===== src/rtl/pq_pkg.sv =====
// Shared types for the sorted-register priority queue: per-slot shift select and slot layout.
// The slot struct is width-parameterised through a macro so each module can stamp its own W.
`ifndef PQ_SLOT_T
`define PQ_SLOT_T(WIDTH) struct packed { logic valid; logic [(WIDTH)-1:0] key; }
`endif

package pq_pkg;

    typedef enum logic [1:0] {
        HOLD      = 2'd0,
        TAKE_NEW  = 2'd1,
        TAKE_UP   = 2'd2,
        TAKE_DOWN = 2'd3
    } shift_sel_e;

endpackage


===== src/rtl/pq_slot.sv =====
// One priority-queue entry: registered {valid,key} with a 4-way next-state mux and a >= compare
// against the incoming key; state is visible one cycle after the select is applied.
module pq_slot
    import pq_pkg::*;
#(
    parameter int W = 8
) (
    input  logic         ck,
    input  logic         r,
    input  logic         clear,
    input  shift_sel_e   sel,
    input  logic [W-1:0] in_val,
    input  logic [W:0]   up_dat,
    input  logic [W:0]   down_dat,
    output logic [W:0]   slot_dat,
    output logic         ge
);

    typedef `PQ_SLOT_T(W) slot_t;

    slot_t slot_q;
    slot_t slot_d;

    always_comb begin
        slot_d = slot_q;
        if (clear) begin
            slot_d = '0;
        end else begin
            case (sel)
                TAKE_NEW: begin
                    slot_d.valid = 1'b1;
                    slot_d.key   = in_val;
                end
                TAKE_UP:   slot_d = up_dat;
                TAKE_DOWN: slot_d = down_dat;
                default:   slot_d = slot_q;
            endcase
        end
    end

    always_ff @(posedge ck) begin
        if (r) begin
            slot_q <= '0;
        end else begin
            slot_q <= slot_d;
        end
    end

    assign slot_dat = slot_q;
    // Invalid slots never compare >=, so the ge vector is a run of ones from slot 0.
    assign ge = slot_q.valid && (slot_q.key >= in_val);

endmodule


===== src/rtl/pri_queue_n.sv =====
// Sorted-register max priority queue; push/pop visible next cycle, in_ready = ~full | out_ready.
// PQ_OVERWRITE_EN: in_ready tied high, full push without pop evicts the smallest key and pulses dropped.
module pri_queue_n
    import pq_pkg::*;
#(
    parameter  int W     = 8,
    parameter  int DEPTH = 6,
    localparam int CNT_W = $clog2(DEPTH + 1)
) (
    input  logic             ck,
    input  logic             r,
    input  logic             clear,
    input  logic             in_valid,
    output logic             in_ready,
    input  logic [W-1:0]     in_val,
    output logic             out_valid,
    input  logic             out_ready,
    output logic [W-1:0]     top,
    output logic [CNT_W-1:0] count,
    output logic             full,
    output logic             empty
`ifdef PQ_OVERWRITE_EN
    ,
    output logic             dropped
`endif
);

    logic [CNT_W-1:0] count_q;
    logic [CNT_W-1:0] count_d;
    logic [W:0]       slot_dat [DEPTH];
    logic [DEPTH-1:0] ge;
    logic [DEPTH-1:0] ge_prev;
    logic [DEPTH-1:0] ge_next;
    logic [DEPTH-1:0] first;
    shift_sel_e       sel [DEPTH];
    logic             do_push;
    logic             do_pop;

    assign full      = (count_q == CNT_W'(DEPTH));
    assign empty     = (count_q == '0);
    assign out_valid = ~empty;
    assign count     = count_q;
    assign top       = slot_dat[0][W-1:0];

`ifdef PQ_OVERWRITE_EN
    assign in_ready = 1'b1;
`else
    assign in_ready = ~full | out_ready;
`endif

    assign do_push = in_valid & in_ready;
    assign do_pop  = out_valid & out_ready;

    assign ge_prev = {ge[DEPTH-2:0], 1'b1};
    assign ge_next = {1'b0, ge[DEPTH-1:1]};
    assign first   = {{(DEPTH-1){1'b0}}, 1'b1};

    // With pop+push the top leaves first, so the new key lands one slot earlier than a plain push.
    always_comb begin
        for (int i = 0; i < DEPTH; i++) begin
            sel[i] = HOLD;
            if (do_push && do_pop) begin
                if (ge_next[i])              sel[i] = TAKE_UP;
                else if (ge[i] || first[i])  sel[i] = TAKE_NEW;
                else                         sel[i] = HOLD;
            end else if (do_push) begin
                if (ge[i])                   sel[i] = HOLD;
                else if (ge_prev[i])         sel[i] = TAKE_NEW;
                else                         sel[i] = TAKE_DOWN;
            end else if (do_pop) begin
                sel[i] = TAKE_UP;
            end
        end
    end

    always_comb begin
        count_d = count_q;
        if (clear) begin
            count_d = '0;
        end else if (do_push && !do_pop && !full) begin
            count_d = count_q + CNT_W'(1);
        end else if (do_pop && !do_push) begin
            count_d = count_q - CNT_W'(1);
        end
    end

    always_ff @(posedge ck) begin
        if (r) begin
            count_q <= '0;
        end else begin
            count_q <= count_d;
        end
    end

`ifdef PQ_OVERWRITE_EN
    logic dropped_q;
    logic dropped_d;

    always_comb begin
        dropped_d = ~clear & do_push & ~do_pop & full;
    end

    always_ff @(posedge ck) begin
        if (r) begin
            dropped_q <= 1'b0;
        end else begin
            dropped_q <= dropped_d;
        end
    end

    assign dropped = dropped_q;
`endif

    for (genvar i = 0; i < DEPTH; i++) begin : g_slot
        logic [W:0] up_dat;
        logic [W:0] down_dat;

        if (i == DEPTH - 1) begin : g_last
            assign up_dat = '0;
        end else begin : g_mid
            assign up_dat = slot_dat[i+1];
        end

        if (i == 0) begin : g_head
            assign down_dat = '0;
        end else begin : g_rest
            assign down_dat = slot_dat[i-1];
        end

        pq_slot #(.W(W)) u_slot (
            .ck       (ck),
            .r        (r),
            .clear    (clear),
            .sel      (sel[i]),
            .in_val   (in_val),
            .up_dat   (up_dat),
            .down_dat (down_dat),
            .slot_dat (slot_dat[i]),
            .ge       (ge[i])
        );
    end

endmodule


===== config.mk =====
export PLATFORM = sky130hd
export DESIGN_NAME = pri_queue_n
export DESIGN_NICKNAME = d
export VERILOG_FILES = /design/src/rtl/pq_pkg.sv /design/src/rtl/pq_slot.sv /design/src/rtl/pri_queue_n.sv
export SDC_FILE = /design/constraint.sdc
export NUM_CORES = 1
export LEC_CHECK = 0
export BUFFER_PORTS_ARGS = -buffer_cell sky130_fd_sc_hd__buf_2
export CAP_MARGIN = 20
export CORE_ASPECT_RATIO = 0.75
export CORE_MARGIN = 4
export CORE_UTILIZATION = 54
export CTS_BUF_LIST = sky130_fd_sc_hd__clkbuf_4
export CTS_CLUSTER_DIAMETER = 50
export DETAILED_ROUTE_END_ITERATION = 12
export PLACE_DENSITY = 0.72
export SLEW_MARGIN = 20
export SYNTH_ARGS = -nofsm -noshare
export SYNTH_HDL_FRONTEND = slang
export SYNTH_HIERARCHICAL = 1
export SYNTH_SLANG_ARGS = --single-unit

===== constraint.sdc =====
create_clock -name ck -period 3.48 [get_ports ck]
set_clock_uncertainty 0.15 [all_clocks]
set_input_delay 0.522 -clock ck [delete_from_list [all_inputs] [get_ports ck]]
set_output_delay 0.522 -clock ck [all_outputs]
set_load 0.02 [all_outputs]

==> After elaboration in Yosys (flattened, before gate mapping) <==
Cells that the tools add are included.
Widths: inputs -> output; s select.
{ "op_classes": {"add_sub_neg": 2, "multipliers": 0, "div_mod_pow": 0, "n_lt_le_gt_ge": 6, "eq_ne": 19, "shift": 0, "muxes": 42, "n_bitwise": 5, "n_reduce_logical": 22} }
{ "op_table": {"columns": ["op", "n"], "rows": [
  ["$pmux 9 s3", 6],
  ["$mux 2", 28],
  ["$ge 8x8->1", 6],
  ["$eq 2x2->1 const B", 12],
  ["$reduce_bool 3->1", 6],
  ["$eq 2x1->1 const B", 6],
  ["$logic_and 1x1->1", 10],
  ["$mux 1", 6],
  ["$mux 3", 2],
  ["$add 3x1->3 const B", 1],
  ["$eq 3x3->1 const B", 1],
  ["$logic_not 1->1", 3],
  ["$logic_not 3->1", 1],
  ["$sub 3x1->3 const B", 1],
  ["$and 1x1->1", 2],
  ["$not 1->1", 2],
  ["$reduce_bool 2->1", 1],
  ["$reduce_or 2->1", 1],
  ["$or 1x1->1", 1]
]} }
{ "word_totals": {"reg_bits": 57, "latchBits": 0, "ram_bits": 0, "mem_bits_ro": 0, "inputBits": 13, "output_inout_bits": 15, "wordCells": 109, "mem_count": 0} }

==> Logic depth before layout (Yosys ltp) <==
Gate-level depths: netlist of the first run.
{ "depth": {"depth_word": 8, "ltp_mapped": 13, "depth_no_buf": 12} }

==> Hierarchy <==
The synthesis of the first run kept the hierarchy.
{ "by_module_without_submodules": {"columns": ["module", "instances", "cells_per_inst", "area_each_um2", "seq_area_each_um2"], "rows": [
  ["pq_slot", 6, 60, 666.9, 180.2],
  ["pri_queue_n", 1, 72, 574.3, 60.1]
]} }

==> Worst setup path after synthesis of the first run <==
OpenSTA, ideal clock, no wires.
{ "synth_timing": {"path_type": "input-to-reg", "from": "in in_val[2]", "to": "reg g_slot[5].u_slot.slot_q, in the netlist g_slot[5].u_slot/slot_dat[3]", "setup_time_ps": 126, "arrival_time_ps": 2893, "required_ps": 3204, "slack_ps": 311, "stages": 11, "path_buffers": 1, "cell_sequence": "inv_1 > ha_1 > a211oi_1 > a2111oi_0 > o21a_1 > nand2b_1 > or2_0 > a222oi_1 > buf_6 > mux4_2 > nor2b_4"} }
{ "synth_rtl": {"columns": ["item", "line", "text"], "rows": [
  ["from (decl)", "pri_queue_n.sv:15", "input logic [W-1:0] in_val,"],
  ["to (signal assigned)", "pq_slot.sv:45", "slot_q <= slot_d;"],
  ["to (decl)", "pq_slot.sv:21", "slot_t slot_q;"]
]} }

==> results.txt, run 1 <==
Post-DRT Antenna Nets: 0
Max Fclk: 307 MHz
Synth top area share: 24.9%
Tmin final: 3.26 ns
Slew Limit Fails: 0
die width: 114 um
syn avg cell area: 10.6 um^2
clk buf depth: 2
Worst Path Max Fanout: 9
crit path launch type: input port
CTS Buf Count: 9
highest routed layer: met4
antenna violations before repair: 0
number of global-route vias before repair: 3572
switching fraction of total power: 28.6%
slowest cell on the critical path: mux4_2
Inst Count DP: 603
Synth Warn #: 6
Buf/Inv on CP: 4
sequential share of the synthesized area: 24.9%
clock network fraction of total power: 34.5%
final net count: 571
VDD IR max: 203 uV
length in cells of the worst reg-to-reg path: 12
Mapped Area: 4580 um^2
vias per cell: 5.74
Rel. slew slack: 53.7%
Top FF cell, synth: dfxtp_1
CTS tree: built
input/output buffers: 27
Core Box Area: 8060 um^2
Worst R2R Start: g_slot[3].u_slot/slot_dat[0]
clock root cell: clkbuf_4
final hold violation count: 0
Hold EP: count[1]
Worst Setup Slack, final: 0.219 ns
Die ar.: 10000 um^2
cts hold-fix bufs: 0
total net switching power: 518 uW
number of distinct library cells after synthesis: 46
H-tree depth: 3
Tightest Hold Check Type: input port to flip-flop
non-filler cells in the finished layout: 619
Worst Path Required: 3.65 ns
Tot GR Track Use: 22.7%
Area Overhead vs Synth: 17.0%
post-synth top area cell: dfxtp_1
Post-DP HPWL: 8.26 mm
grt total ovfl: 0
Syn Inst Count: 432
Clock Sinks: 57
met1 WL: 5.08 mm
Slew @ Worst Pin: 0.694 ns
clock-pin slew on the worst setup and hold paths: 0.11 ns
maxcap violations: 0
combinational power share: 26.3%
routed wl met3: 474 um
WL met2: 4.95 mm
ys async rst share: 0%
final wirelength: 10.6 mm
Power, Total: 1.81 mW
worst reg2reg endpoint: g_slot[2].u_slot/slot_dat[2]
routed len/inst: 17.2 um
Cells on Worst Hold Path: 2
critical path, cell by cell: buf_2 -> buf_4 -> inv_1 -> ha_1 -> a211oi_2 -> a2111oi_0 -> o21a_1 -> nand2b_1 -> or2_0 -> a222oi_1 -> buf_4 -> mux4_2 -> nor2b_1
Worst path most repeated cell: buf_4
Placement Setup Slack: -0.369 ns
Int Power: 1.29 mW
First DRT Iteration DRCs: 288
fin crit share: 93.7%
status: finished, final reports clean
Clk Latency, worst-skew pair: 0.43 ns
Post-synth EDFFs: 0
gpl congestion: 0.799
Crit path max-delay family: compound AO/OA/AOI/OAI gates
Initial Utilization: 56.8%
Leak: 2.39 nW
largest net degree at the start of global routing: 18
flop2flop setup slack: 0.25 ns
max incr delay on CP: 0.50 ns
endpoint type of the worst setup path: flip-flop
detailed-router iteration count before antenna repair: 5
Critical Path AT: 3.43 ns
Die H: 87.7 um
I/O Pins: 28
synthesized flop and latch total: 57
antenna fix cells: 0
first-pass GRT wire length: 17.9 mm
Area contributors post-synth: dfxtp_1, mux4_2, ha_1
hold path startpoint: clear
DR DRC count: 0
Setup Viol. Count Final: 0
final design utilization: 66.5%
Filler cells: 613
Worst Path Class, Setup: input port to flip-flop
RSZ-0062 raised after global routing: no
share of layout cells above drive strength 1: 32.3%
sequential group share of total power: 39.2%
# rows: 28
PD cells: 338 nW/um^2
total number of vias: 3556
Post-synth top cells: dfxtp_1, inv_1, ha_1, mux4_2, nor2b_1
==> per-layer routing <==
metal | track usage [%] | vias up
met5 | 0 | -
met4 | 6.04 | 0
met3 | 4.97 | 12
met2 | 37.0 | 86
met1 | 31.1 | 1744
li1 | - | 1714
==> logic make-up (layout without fill, tap and decap cells) <==
| logic type | Yosys count | count (layout) | synth area share (%) |
|---|---|---|---|
| buffers and inverters | 81 | 146 | 8.91 |
| XOR/XNOR | 1 | 1 | 0.191 |
| other | 1 | 18 | 0.0820 |
| multiplexers | 55 | 55 | 25.3 |
| AND/OR/NAND/NOR | 117 | 117 | 15.4 |
| adder cells (fa/ha/maj) | 50 | 50 | 13.8 |
| AO/OA/AOI/OAI | 70 | 70 | 11.3 |
| flip-flops | 57 | 57 | 24.9 |
==> power groups by stage <==
stage / clock [mW] / combinational [mW] / sequential, mW
floorplan: 0 / 0.344 / 0.719
global placement: 0 / 0.451 / 0.724
detailed placement: 0 / 0.465 / 0.725
CTS: 0.638 / 0.469 / 0.710
global route: 0.661 / 0.522 / 0.715
finish: 0.624 / 0.476 / 0.710
==> worst max-delay path by stage <==
| stage | startpoint | to | slack (ns) | cells after the start |
|---|---|---|---|---|
| finish | in_val[2] | g_slot[5].u_slot/slot_dat[4] | 0.22 | 13 |
| global route | g_slot[5].u_slot/slot_dat[2] | g_slot[5].u_slot/slot_dat[4] | 0.02 | 10 |
| CTS | g_slot[1].u_slot/slot_dat[2] | g_slot[1].u_slot/slot_dat[1] | 0.03 | 8 |
| detailed placement | in_val[2] | g_slot[1].u_slot/slot_dat[4] | -0.37 | 10 |
| global placement | in_val[2] | g_slot[1].u_slot/slot_dat[4] | -0.23 | 10 |
| floorplan | in_val[2] | g_slot[5].u_slot/slot_dat[3] | 0.31 | 11 |
==> final cells by class <==
cell class              count  area (um^2)  area share [%]
clock buffers               9         67.6            1.26
clock inverters             7          109            2.03
inverters                  57          214            4.00
multi-input cells         311         3140            58.6
flip-flops and latches     57         1140            21.3
well taps                 105          131            2.45
repair buffers             73          556            10.4
==> what timing repair did <==
action	4_1_cts	5_1_grt
endpoints found under the setup margin	0	17
resized for setup	0	5
buffers inserted	0	0
==> flip-flops by register name, summed over array words and instances (netlist names) <==
name	count
count	3
g_slot.u_slot/slot_dat	54
==> per-stage QoR <==
step	TNS [ns]	hold WS, ns	area (um^2)
3_3_place_gp	-5.52	0.370	5140
4_1_cts	0	0.179	5320
5_1_grt	0	0.202	5360
6_report	0	0.200	5360
3_5_place_dp	-9.71	0.381	5140
2_1_floorplan	0	0.329	4640
==> worst reg2reg max path, cell delays in order, from the launching register on <==
cell and delay [ns]:
dfxtp_1 0.39, inv_1 0.06, ha_1 0.27, o211ai_1 0.10
a2111oi_1 0.56, o21a_1 0.25, nand2b_1 0.19, buf_4 0.14
nand3_1 0.09, o31ai_2 0.12, buf_12 0.19, mux4_2 0.50
nor2b_1 0.14
==> placed cells by master, fill, tap and decap left out, types with 3 or more instances in the layout <==
cell        n
inv_1      57
dfxtp_1    57
mux4_2     48
ha_1       48
nor2b_1    43
buf_4      40
buf_2      27
nand2_1    20
conb_1     18
nor2_1     17
a21oi_1    13
o21ai_0    10
clkbuf_4    9
o21a_1      7
nand2b_1    7
mux2_2      7
nand3b_1    6
o211ai_1    6
or2_2       6
o22ai_1     6
nor2b_4     6
buf_12      6
a211oi_1    5
a2111oi_0   4
nand3_1     3
bufinv_16   3
clkinv_1    3
Power figures use the tool's default switching activity.
==> inputs of run 2 (changes only) <==
--- a/config.mk
+++ b/config.mk
@@ -7,15 +7,17 @@
 export LEC_CHECK = 0
 export BUFFER_PORTS_ARGS = -buffer_cell sky130_fd_sc_hd__buf_2
 export CAP_MARGIN = 20
+export CELL_PAD_IN_SITES_DETAIL_PLACEMENT = 0
+export CELL_PAD_IN_SITES_GLOBAL_PLACEMENT = 1
 export CORE_ASPECT_RATIO = 0.75
 export CORE_MARGIN = 4
-export CORE_UTILIZATION = 54
+export CORE_UTILIZATION = 49
 export CTS_BUF_LIST = sky130_fd_sc_hd__clkbuf_4
 export CTS_CLUSTER_DIAMETER = 50
 export DETAILED_ROUTE_END_ITERATION = 12
-export PLACE_DENSITY = 0.72
+export PLACE_DENSITY_LB_ADDON = 0.1
 export SLEW_MARGIN = 20
 export SYNTH_ARGS = -nofsm -noshare
 export SYNTH_HDL_FRONTEND = slang
-export SYNTH_HIERARCHICAL = 1
 export SYNTH_SLANG_ARGS = --single-unit
+export TNS_END_PERCENT = 30
==> run 2 against run 1 <==
- die area rose by 0.13%
- cell count decreased by 6.9%
- global-route usage fell by 0.18 points
- total power fell by 8.5%
- combinational power fell by 8.2%
- register-to-register slack improved by 0.37 ns
- flip-flop and latch count did not move
- maximum frequency rose by 14%
- via count shrank 1.3%
- critical path type is now flip-flop to flip-flop
- largest cell class unchanged
- highest routed layer unchanged
==> results.txt, run 2 <==
GRT met1 Usage: 31.4% (+0.35 points)
number of global-route vias before repair: 3382 (-5.3%)
max reg flops: 54 (unchanged)
Rel. slew slack: 60.2% (+6.5 points)
critical path, cell by cell: inv_1 -> ha_1 -> nand2b_4 -> a2111o_1 -> a2111oi_4 -> nor2_2 -> a21oi_2 -> buf_4 -> mux2i_1 -> a21oi_1
endpoint type of the worst setup path: flip-flop
commonest cells after routing, fill and taps aside: dfxtp_1, mux2i_1, ha_1, o21ai_0, buf_2
Syn Inst Count: 444 (+2.8%)
final net count: 528 (-7.5%)
Tmin final: 2.86 ns (-0.402 ns)
CTS Buf Count: 9 (unchanged)
Area contributors post-synth: dfxtp_1, ha_1, mux2i_1
max incr delay on CP: 0.48 ns (-0.02 ns)
# rows: 28 (unchanged)
TNS Setup: 0 ns (unchanged)
H-tree depth: 3 (unchanged)
Area Overhead vs Synth: 7.76%
final hold violation count: 0 (unchanged)
syn avg cell area: 9.36 um^2 (-12%)
final design utilization: 55.6% (-11 points)
PD cells: 370 nW/um^2 (+9.3%)
VDD IR max: 223 uV (+10%)
cts repair resizes: 0 (unchanged)
Worst Path Max Fanout: 9 (unchanged)
First DRT Iteration DRCs: 210 (-27%)
grt total ovfl: 0 (unchanged)
Post-DRT Antenna Nets: 0 (unchanged)
DR DRC count: 0 (unchanged)
sequential share of the synthesized area: 27.4% (+2.5 points)
slowest cell on the critical path: a2111o_1
cts hold-fix bufs: 0 (unchanged)
Die H: 87.8 um (about the same)
post-CTS setup buffer count: 0 (unchanged)
Slew @ Worst Pin: 0.597 ns (-0.0969 ns)
Post-synth EDFFs: 0 (unchanged)
maxcap violations: 0 (unchanged)
Synth top area share: 27.4% (+2.5 points)
detailed-router iteration count before antenna repair: 5 (unchanged)
Tightest Hold Check Type: input port to flip-flop
input/output buffers: 27 (unchanged)
CTS tree: built
Tot GR Track Use: 22.5% (-0.18 points)
top-count cell post-synth: dfxtp_1
Initial Utilization: 51.6% (-5.2 points)
die width: 114 um (about the same)
routed len/inst: 18.8 um (+9.7%)
hold path startpoint: in_val[3]
Setup Viol. Count Final: 0 (unchanged)
Post-DP Area: 4350 um^2 (-15%)
Worst Path Class, Setup: flip-flop to flip-flop
share of layout cells above drive strength 1: 17.0% (-15 points)
Critical Path AT: 3.00 ns (-0.43 ns)
fraction of met2 tracks used by global routing: 34.0% (-3.0 points)
Mapped Area: 4160 um^2 (-9.1%)
RSZ-0062 raised after global routing: no
Worst Path Required: 3.62 ns (-0.03 ns)
Synth Warn #: 0 (-6)
clock-pin slew on the worst setup and hold paths: 0.10 ns (about the same)
first-pass GRT wire length: 17.8 mm (-0.42%)
clk buf depth: 2 (unchanged)
number of distinct library cells after synthesis: 64 (+39%)
Die ar.: 10000 um^2 (+0.13%)
synthesized flop and latch total: 57 (unchanged)
Power, Total: 1.66 mW (-8.5%)
Core Box Area: 8060 um^2 (unchanged)
routing usage on met3: 7.39% (+2.4 points)
final wirelength: 10.9 mm (+2.1%)
gpl congestion: 0.820 (+2.7%)
fin crit share: 82.2% (-12 points)
post-synth top area cell: dfxtp_1
total number of vias: 3511 (-1.3%)
antenna fix cells: 0 (unchanged)
GR peak layer: met2
crit path launch type: flip-flop
commonest non-fill, non-tap cell in the layout: dfxtp_1
I/O Pins: 28 (unchanged)
clock root cell: clkbuf_4
fin area: 4480 um^2 (-16%)
antenna violations before repair: 0 (unchanged)
CP startpoint: g_slot[3].u_slot.slot_dat[0]
Clk Latency, worst-skew pair: 0.41 ns (-0.02 ns)
status: finished, final reports clean
Leak: 1.98 nW (-17%)
Clock Sinks: 57 (unchanged)
ys async rst share: 0% (unchanged)
Top FF cell, synth: dfxtp_1
vias per cell: 6.10 (+6.1%)
Slew Limit Fails: 0 (unchanged)
Max Fclk: 350 MHz (+14%)
Post-DP HPWL: 8.35 mm (+1.1%)
largest net degree at the start of global routing: 28 (+10)
Worst R2R Start: g_slot[3].u_slot.slot_dat[0]
Post-synth top cells: dfxtp_1, mux2i_1, ha_1
Post-Syn Nets: 506
-- run 2: cells by family after synthesis --
group / synth area share (%)
AOI/OAI and AO/OA: 27.2
xor gates and xnor gates: 0.421
adders and majority gates: 14.9
buffers and inverters: 6.83
DFF: 27.4
muxes: 15.0
and+or+nand+nor: 8.22
-- run 2: worst max-delay path: cells and delay by family, from the launching register on --
family          cells  cell delay [ns]
mux                 1             0.23
fa+ha+maj           1             0.27
simple gates        2             0.32
compound gates      4             1.12
flops               1             0.37
buf+inv             2             0.29
-- run 2: final timing paths --
kind	slack, ns	end	cells after the start
min reg2reg	0.38	g_slot[5].u_slot.slot_dat[0]	2
max	0.62	g_slot[2].u_slot.slot_dat[6]	10
max reg2reg	0.62	g_slot[2].u_slot.slot_dat[6]	10
min	0.31	g_slot[5].u_slot.slot_dat[3]	3
-- run 2: power by group --
part | switching [mW] | total [mW] | internal [mW]
Combinational | 0.255 | 0.437 | 0.182
Sequential | 0.0413 | 0.729 | 0.688
Clock | 0.268 | 0.490 | 0.222
-- run 2: metrics by stage --
| stage | setup WS (ns) | cells | hold WS (ns) |
|---|---|---|---|
| 3_3_place_gp | 0.310 | 560 | 0.335 |
| 2_1_floorplan | 0.550 | 444 | 0.308 |
| 6_report | 0.621 | 576 | 0.308 |
| 5_1_grt | 0.395 | 576 | 0.304 |
| 3_5_place_dp | 0.275 | 560 | 0.364 |
| 4_1_cts | 0.618 | 576 | 0.288 |
-- run 2: area by class of cell --
type	count	area, um^2
clock buffers	10	75.1
clock inverters	6	58.8
fillers	782	3580
inverters	22	82.6
multi-input cells	337	2740
flip-flops and latches	57	1140
well taps	105	131
repair buffers	39	250
-- run 2: per-layer routing --
metal	part of all wire, %	vias to the layer above
li1	-	1743
met1	50	1648
met2	43	110
met3	6.8	10
met4	0.99	0
met5	0	-
